===== config.mk =====
export PLATFORM = sky130hd
export DESIGN_NAME = digi_ota_sampled_core
export DESIGN_NICKNAME = d
export VERILOG_FILES = /design/src/rtl/digi_ota_pkg.sv /design/src/rtl/digi_ota_hyst_cmp.sv /design/src/rtl/digi_ota_sampled_core.sv
export SDC_FILE = /design/constraint.sdc
export NUM_CORES = 1
export LEC_CHECK = 0
export CORE_ASPECT_RATIO = 1.1
export CORE_MARGIN = 4
export CORE_UTILIZATION = 59
export DETAILED_ROUTE_END_ITERATION = 7
export PLACE_DENSITY = 0.85
export SYNTH_ARGS = -nofsm -noshare
export SYNTH_HDL_FRONTEND = slang
export SYNTH_SLANG_ARGS = --single-unit

===== constraint.sdc =====
create_clock -name clk -period 6.1 [get_ports clk]
set_input_delay 1.22 -clock clk [delete_from_list [all_inputs] [get_ports clk]]
set_output_delay 1.22 -clock clk [all_outputs]
set_load 0.005 [all_outputs]

===== src/rtl/digi_ota_pkg.sv =====
`default_nettype none
// ============================================================================
// Module : digi_ota_pkg
// Brief  : Shared types, default parameter values and the saturation helper
//          for the sampled digital OTA core.
// Rev    : 1.0  initial release
// ----------------------------------------------------------------------------
// Contents
//   DEF_*     default parameter values used by digi_ota_sampled_core
//   SAT_W     working width of the saturate() helper
//   mode_e    operating mode of the output node
//   saturate  clamp a signed value to the range of a w-bit signed number
// ============================================================================
package digi_ota_pkg;

   localparam int DEF_WIDTH    = 8;
   localparam int DEF_ACC_W    = 12;
   localparam int DEF_GM_SHIFT = 2;
   localparam int DEF_HYST     = 4;
   localparam int DEF_DEBOUNCE = 3;

   // The helper works on a fixed wide word so that it can be shared by any
   // instance regardless of its ACC_W; callers sign-extend into it.
   localparam int SAT_W = 32;

   typedef enum logic [1:0] {
      MODE_CMP    = 2'b00,
      MODE_INTEG  = 2'b01,
      MODE_FOLLOW = 2'b10
   } mode_e;

   // Clamp x to [-2^(w-1), 2^(w-1)-1]. w must be in 2..SAT_W-1.
   function automatic logic signed [SAT_W-1:0] saturate(
      input logic signed [SAT_W-1:0] x,
      input int                      w
   );
      logic signed [SAT_W-1:0] hi;
      logic signed [SAT_W-1:0] lo;
      hi = (32'sd1 <<< (w - 1)) - 32'sd1;
      lo = -(32'sd1 <<< (w - 1));
      if (x > hi) begin
         return hi;
      end else if (x < lo) begin
         return lo;
      end else begin
         return x;
      end
   endfunction

endpackage
`default_nettype wire


===== src/rtl/digi_ota_hyst_cmp.sv =====
`default_nettype none
// ============================================================================
// Module : digi_ota_hyst_cmp
// Brief  : Hysteretic, debounced comparator on the output-node level.
// Rev    : 1.0  initial release
// ----------------------------------------------------------------------------
// Ports
//   clk       in   1      clock
//   rst_n     in   1      asynchronous reset, active low
//   clr       in   1      synchronous clear of target, count and output
//   upd       in   1      a new level is presented this cycle
//   mode_chg  in   1      the sample being applied changed the operating mode
//   level     in   ACC_W  new output-node level (signed)
//   out_cmp   out  1      debounced comparator output
// ============================================================================
module digi_ota_hyst_cmp #(
   parameter int ACC_W    = 12,
   parameter int HYST     = 4,
   parameter int DEBOUNCE = 3
) (
   input  logic                    clk,
   input  logic                    rst_n,
   input  logic                    clr,
   input  logic                    upd,
   input  logic                    mode_chg,
   input  logic signed [ACC_W-1:0] level,
   output logic                    out_cmp
);

   localparam int                      c_cnt_w   = $clog2(DEBOUNCE + 1);
   localparam logic signed [ACC_W-1:0] c_hyst_hi = ACC_W'(HYST);
   localparam logic signed [ACC_W-1:0] c_hyst_lo = -c_hyst_hi;
   localparam logic [c_cnt_w-1:0]      c_deb     = c_cnt_w'(DEBOUNCE);

   logic               r_target;
   logic               r_cmp;
   logic [c_cnt_w-1:0] r_cnt;
   logic               w_target;
   logic [c_cnt_w-1:0] w_cnt_inc;

   // Inside the dead band [-HYST, +HYST] the previous target is kept.
   always_comb begin
      w_target = r_target;
      if (level > c_hyst_hi) begin
         w_target = 1'b1;
      end else if (level < c_hyst_lo) begin
         w_target = 1'b0;
      end
   end

   assign w_cnt_inc = r_cnt + c_cnt_w'(1);

   // The target is cleared together with the output so that a cleared block
   // starts from a consistent "low" state.
   always_ff @(posedge clk or negedge rst_n) begin
      if (!rst_n) begin
         r_target <= 1'b0;
         r_cmp    <= 1'b0;
         r_cnt    <= '0;
      end else if (clr) begin
         r_target <= 1'b0;
         r_cmp    <= 1'b0;
         r_cnt    <= '0;
      end else if (upd) begin
         r_target <= w_target;
         if (mode_chg) begin
            // A sample in a new mode restarts the agreement count.
            r_cnt <= '0;
         end else if (w_target != r_cmp) begin
            if (w_cnt_inc == c_deb) begin
               r_cmp <= w_target;
               r_cnt <= '0;
            end else begin
               r_cnt <= w_cnt_inc;
            end
         end else begin
            r_cnt <= '0;
         end
      end
   end

   assign out_cmp = r_cmp;

endmodule
`default_nettype wire


===== src/rtl/digi_ota_sampled_core.sv =====
`default_nettype none
// ============================================================================
// Module : digi_ota_sampled_core
// Brief  : Clocked digital OTA. Two-stage pipeline taking differential
//          samples and producing an output-node level (comparator,
//          integrator or slew-limited follower) plus a debounced comparator.
// Rev    : 1.0  initial release
// ----------------------------------------------------------------------------
// Ports
//   clk        in   1      clock
//   rst_n      in   1      asynchronous reset, active low
//   en         in   1      block enable, gates in_ready
//   clr        in   1      synchronous clear of level/cmp/sat/debounce + flush
//   mode       in   2      00 CMP, 01 INTEG, 10 FOLLOW, 11 behaves as CMP
//   in_valid   in   1      sample valid
//   in_ready   out  1      sample accepted when in_valid & in_ready
//   vip        in   WIDTH  positive input (unsigned)
//   vin        in   WIDTH  negative input (unsigned)
//   out_valid  out  1      one-cycle pulse per accepted sample, latency 2
//   out_level  out  ACC_W  output-node level (signed)
//   out_cmp    out  1      debounced comparator output
//   sat        out  1      sticky rail-hit flag
// ============================================================================
module digi_ota_sampled_core
   import digi_ota_pkg::*;
#(
   parameter int WIDTH    = DEF_WIDTH,
   parameter int ACC_W    = DEF_ACC_W,
   parameter int GM_SHIFT = DEF_GM_SHIFT,
   parameter int HYST     = DEF_HYST,
   parameter int DEBOUNCE = DEF_DEBOUNCE
) (
   input  logic                    clk,
   input  logic                    rst_n,
   input  logic                    en,
   input  logic                    clr,
   input  logic [1:0]              mode,
   input  logic                    in_valid,
   output logic                    in_ready,
   input  logic [WIDTH-1:0]        vip,
   input  logic [WIDTH-1:0]        vin,
   output logic                    out_valid,
   output logic signed [ACC_W-1:0] out_level,
   output logic                    out_cmp,
   output logic                    sat
);

   // Two guard bits keep every intermediate sum free of wrap-around.
   localparam int                        c_ext_w = ACC_W + 2;
   localparam logic signed [c_ext_w-1:0] c_step  = c_ext_w'(2 ** GM_SHIFT);

   logic                    w_accept;
   mode_e                   w_mode_in;
   logic signed [WIDTH:0]   w_d_in;

   logic                    r_s1_valid;
   logic signed [WIDTH:0]   r_s1_d;
   mode_e                   r_s1_mode;

   logic                    r_s2_valid;
   logic signed [ACC_W-1:0] r_level;
   logic                    r_sat;
   mode_e                   r_prev_mode;

   logic signed [c_ext_w-1:0] w_d_ext;
   logic signed [c_ext_w-1:0] w_level_ext;
   logic signed [c_ext_w-1:0] w_diff;
   logic signed [c_ext_w-1:0] w_sum;
   logic signed [SAT_W-1:0]   w_sum_wide;
   logic signed [SAT_W-1:0]   w_sat_wide;
   logic signed [ACC_W-1:0]   w_level_nxt;
   logic                      w_clip;
   logic                      w_upd;
   logic                      w_mode_chg;

   // ---------------------------------------------------------------- input
   assign in_ready = en & ~clr;
   assign w_accept = in_valid & in_ready;
   assign w_d_in   = $signed({1'b0, vip}) - $signed({1'b0, vin});

   // The reserved encoding is folded onto CMP here so that it is also
   // treated as CMP by the mode-change detection further down.
   always_comb begin
      w_mode_in = MODE_CMP;
      case (mode)
         2'b01:   w_mode_in = MODE_INTEG;
         2'b10:   w_mode_in = MODE_FOLLOW;
         default: w_mode_in = MODE_CMP;
      endcase
   end

   // -------------------------------------------------------------- stage 1
   always_ff @(posedge clk or negedge rst_n) begin
      if (!rst_n) begin
         r_s1_valid <= 1'b0;
         r_s1_d     <= '0;
         r_s1_mode  <= MODE_CMP;
      end else if (clr) begin
         r_s1_valid <= 1'b0;
      end else begin
         r_s1_valid <= w_accept;
         if (w_accept) begin
            r_s1_d    <= w_d_in;
            r_s1_mode <= w_mode_in;
         end
      end
   end

   // ------------------------------------------------------ level datapath
   assign w_d_ext     = {{(c_ext_w - WIDTH - 1){r_s1_d[WIDTH]}}, r_s1_d};
   assign w_level_ext = {{2{r_level[ACC_W-1]}}, r_level};

   always_comb begin
      w_diff = w_d_ext - w_level_ext;
      w_sum  = w_d_ext;
      case (r_s1_mode)
         MODE_INTEG: begin
            w_sum = w_level_ext + (w_d_ext >>> GM_SHIFT);
         end
         MODE_FOLLOW: begin
            // Step towards the input by at most c_step, landing exactly on it
            // once it is within reach.
            if (w_diff > c_step) begin
               w_sum = w_level_ext + c_step;
            end else if (w_diff < -c_step) begin
               w_sum = w_level_ext - c_step;
            end else begin
               w_sum = w_d_ext;
            end
         end
         default: begin
            w_sum = w_d_ext;
         end
      endcase
   end

   assign w_sum_wide  = {{(SAT_W - c_ext_w){w_sum[c_ext_w-1]}}, w_sum};
   assign w_sat_wide  = saturate(w_sum_wide, ACC_W);
   assign w_level_nxt = w_sat_wide[ACC_W-1:0];
   assign w_clip      = (w_sat_wide != w_sum_wide);

   assign w_upd      = r_s1_valid & ~clr;
   assign w_mode_chg = r_s1_valid & (r_s1_mode != r_prev_mode);

   // -------------------------------------------------------------- stage 2
   always_ff @(posedge clk or negedge rst_n) begin
      if (!rst_n) begin
         r_s2_valid  <= 1'b0;
         r_level     <= '0;
         r_sat       <= 1'b0;
         r_prev_mode <= MODE_CMP;
      end else if (clr) begin
         r_s2_valid <= 1'b0;
         r_level    <= '0;
         r_sat      <= 1'b0;
      end else begin
         r_s2_valid <= r_s1_valid;
         if (r_s1_valid) begin
            r_level     <= w_level_nxt;
            r_sat       <= r_sat | w_clip;
            r_prev_mode <= r_s1_mode;
         end
      end
   end

   digi_ota_hyst_cmp #(
      .ACC_W    (ACC_W),
      .HYST     (HYST),
      .DEBOUNCE (DEBOUNCE)
   ) u_hyst_cmp (
      .clk      (clk),
      .rst_n    (rst_n),
      .clr      (clr),
      .upd      (w_upd),
      .mode_chg (w_mode_chg),
      .level    (w_level_nxt),
      .out_cmp  (out_cmp)
   );

   assign out_valid = r_s2_valid;
   assign out_level = r_level;
   assign sat       = r_sat;

endmodule
`default_nettype wire

==> summary.txt, run 1 <==
Clocking
  • Worst-path clk slew: 80 ps
  • Hold-fix buffers at CTS: 0
  • Clock buffer depth: 2
  • CTS tree: done
  • CTS Buf Count: 5
  • H-tree depth: 2
  • CTS sink cnt: 32
  • Post-CTS Setup Bufs: 0
  • CTS resizes: 0
  • CTS Root Cell: clkbuf_8
  • Clock Latency Late Sink: 290 ps

Finish
  • Share of layout cells above drive strength 1: under 10%
  • Nets: approximately 620
  • Area added between synthesis and finish: 13.2%
  • Antenna cells: 0

Timing
  • Setup tns final: 0 ps
  • Worst slew margin: 40.0%
  • Final setup fails: 0
  • Slew Viols, Final: 0
  • Max Clk Rate: 189 MHz
  • Hold Vio Cnt, Final: 0
  • Final period util: 86.6%
  • Post-route setup slack: approximately 810 ps
  • Tmin final: around 5300 ps
  • Slew of the pin with the lowest slew margin: roughly 900 ps
  • RSZ-0062 raised after global routing: no
  • Layout Skew: roughly 12 ps

Synthesis
  • Ys async rst share: 100%
  • Post-synthesis adder-cell area fraction: approximately 12%
  • Xor/xnor cell area share of the yosys netlist: around 6.6%
  • Largest family of logic cells by synthesized area: compound AO/OA/AOI/OAI gates
  • Mux cell area share after synthesis: 1.22%
  • Synth top cells by count: nor2_1, inv_1, a21oi_1, ha_1, nand2_1
  • Synth unique cells: between 70 and 80
  • Synth Area in Simple Gates: 24.0%
  • Area fraction of the dominant cell type after synthesis: between 15 and 20%
  • Avg Inst Size Synth: 7.73 sq um
  • Number of synthesized flops with an enable pin: 0
  • YS warnings: 0
  • Sequential fraction of the synthesis area: ~19%
  • Synth Cell Area: just over 4000 sq um
  • Primary FF master, synth: dfrtp_1
  • Most frequent cell after synthesis: nor2_1
  • Cells after synthesis: 533
  • Synth Area in Compound Gates: between 30 and 40%
  • Cell taking the most area after synthesis: dfrtp_1
  • Largest cells by area after synthesis: dfrtp_1, ha_1, a21oi_1
  • Syn nets: just under 600
  • Flop and latch count out of synthesis: 32

Worst hold path
  • Min-delay src: r_prev_mode[0]
  • Hold Crit Class: reg -> reg
  • Min-Delay Endpoint: r_prev_mode[0]
  • Hold Path Stages: 2

Routing
  • Pre-antenna DRT Iters: 5
  • Initial DRC count: about 450
  • Routed Antenna Nets: 0
  • Wl on met1: about 5000 um
  • Via count: around 4.4k
  • DRC violations left: 0
  • Wirelength per Cell: 19.3 um
  • Final wirelength: about 12000 um
  • Met3 WL: approximately 1000 um
  • Met2 WL post-DR: around 6000 um
  • Vias per cell: around 6.9
  • Top layer in use: met4

Worst setup path
  • Reg2reg start: out_level[2]
  • Critical path class: reg -> reg
  • Slowest cell on crit path: dfrtp_1
  • Worst setup SP type: register
  • CP Data Required Time: between 6000 and 7000 ps
  • CP startpoint: out_level[2]
  • Worst R2R Setup Slack: around 810 ps
  • Critical path arrival: 5410 ps
  • Reg2Reg Capture Point: u_hyst_cmp.r_cnt[0]
  • Worst Setup End Kind: register
  • Critical-path maximum fanout: 14
  • Worst R2R Path Depth: 16
  • CP Cell Sequence: inv_1, ha_1, nor2b_4, o31a_1, o2111a_1, a311o_1, or4_4, or3_1, o21ai_2, o311ai_2, a211oi_2, buf_4, a41oi_1, a2111o_1, nand3_1, o311ai_1
  • Slowest stage delay, CP: around 600 ps

Power
  • Peak supply drop: 247 uV
  • Power density cells: 303 nW/um^2
  • Lkg Pwr: between 1.5 and 2 nW

Die
  • Cell Rows: 31
  • Starting Density: 61.7%
  • Die X: ~88 um
  • Core ar.: between 6000 and 7000 sq um
  • Die area: between 8000 and 9000 sq um
  • IO Count: 39
  • Die Ht: ~96 um

Placed design
  • DP HPWL: 9700 um
  • Routability cong.: between 0.9 and 1
  • Port buffer count: 38
  • Setup WS pre-CTS: approximately 930 ps

Global routing
  • Initial antenna violation count: 0
  • Overall global routing resource usage: approximately 31%
  • Grt total ovfl: 0
  • First-pass GRT wire length: between 20000 and 25000 um
  • Largest net degree at the start of global routing: 33
  • Number of global-route vias before repair: 4251

Run status
  • Status: complete, no violations

Job
  • Max-Cap Viols: 0
-- area by class of cell --
class                   instances  area, sq um
flip-flops and latches         32          801
clock inverters                 3         46.3
well taps                      82          103
multi-input cells             437         3070
fillers                       578         2010
inverters                      43          161
clock buffers                   5         68.8
repair buffers                 43          418
-- worst max-delay path by stage --
stage / to / depth (start not counted)
after floorplan: u_hyst_cmp.r_cnt[0] / 18
after detailed placement: u_hyst_cmp.out_cmp / 16
after CTS: u_hyst_cmp.r_cnt[0] / 15
after global routing: u_hyst_cmp.r_cnt[0] / 16
final: u_hyst_cmp.r_cnt[0] / 16
after global placement: u_hyst_cmp.out_cmp / 16
-- power by group --
part           internal [mW]  switching, mW
sequential             0.236         0.0474
combinational          0.352          0.561
clock                  0.123         0.0907
-- routing by layer --
layer  global-route usage, %  up-vias
met5                       0        -
met4                    9.85        0
met3                    4.15       51
met2                    53.9      263
met1                    38.8     2086
li1                        -     2046
-- logic make-up after synthesis --
logic type / count (synthesis)
flops: 32
simple gates: 185
mux: 5
fa+ha+maj: 39
compound gates: 177
buf+inv: 64
xor+xnor: 31
-- layout by cell type, fill, tap and decap left out, types with 4 or more instances in the layout --
cell	instances
nor2_1	47
inv_1	43
a21oi_1	42
clkdlybuf4s50_1	38
ha_1	36
nand2_1	34
dfrtp_1	32
o21ai_0	31
xnor2_1	24
nand3_1	16
nor2b_1	13
nor3_1	13
nand2b_1	11
o22ai_1	11
a211oi_1	8
nor4_1	8
a21o_1	7
a31oi_1	7
xor2_1	7
nand4_1	6
or2_2	5
o211ai_1	5
mux2i_1	5
clkbuf_8	5
buf_4	5
a22o_1	4
o31a_1	4
a221o_1	4
o221ai_1	4
nand3b_1	4
or3_1	4
a221oi_1	4
-- worst max-delay path: cells and delay by family (launching register included) --
kind                     cells  cell delay (ps)
AO/OA/AOI/OAI                9             2410
adder cells (fa/ha/maj)      1              390
buffers and inverters        2              380
flip-flops                   1              600
AND/OR/NAND/NOR              4             1330
-- registers in the layout, summed over array words and instances, names as in the netlist --
signal	count
out_level	12
r_s1_d	9
r_prev_mode	2
r_s1_mode	2
u_hyst_cmp.r_cnt	2
out_valid	1
r_s1_valid	1
sat	1
u_hyst_cmp.out_cmp	1
u_hyst_cmp.r_target	1
-- through the flow --
step | instance area (sq um) | utilization, % | hold WS, ps | instances | power (mW)
detailed placement | 4550 | 68.2 | 503 | 637 | 1.17
global placement | 4550 | 68.2 | 487 | 637 | 1.14
CTS | 4660 | 69.9 | 521 | 645 | 1.38
floorplan | 4120 | - | 470 | 533 | 0.932
global route | 4660 | 69.9 | 560 | 645 | 1.50
finish | 4660 | 69.9 | 518 | 645 | 1.41
(Power assumes the default switching activity.)
==> inputs of run 2 (changes only) <==
--- a/config.mk
+++ b/config.mk
@@ -13,3 +13,4 @@
 export SYNTH_ARGS = -nofsm -noshare
 export SYNTH_HDL_FRONTEND = slang
 export SYNTH_SLANG_ARGS = --single-unit
+export TNS_END_PERCENT = 50
==> results of run 2 <==
Same layout as run 1: the final DEF is identical, and so are final timing and power.
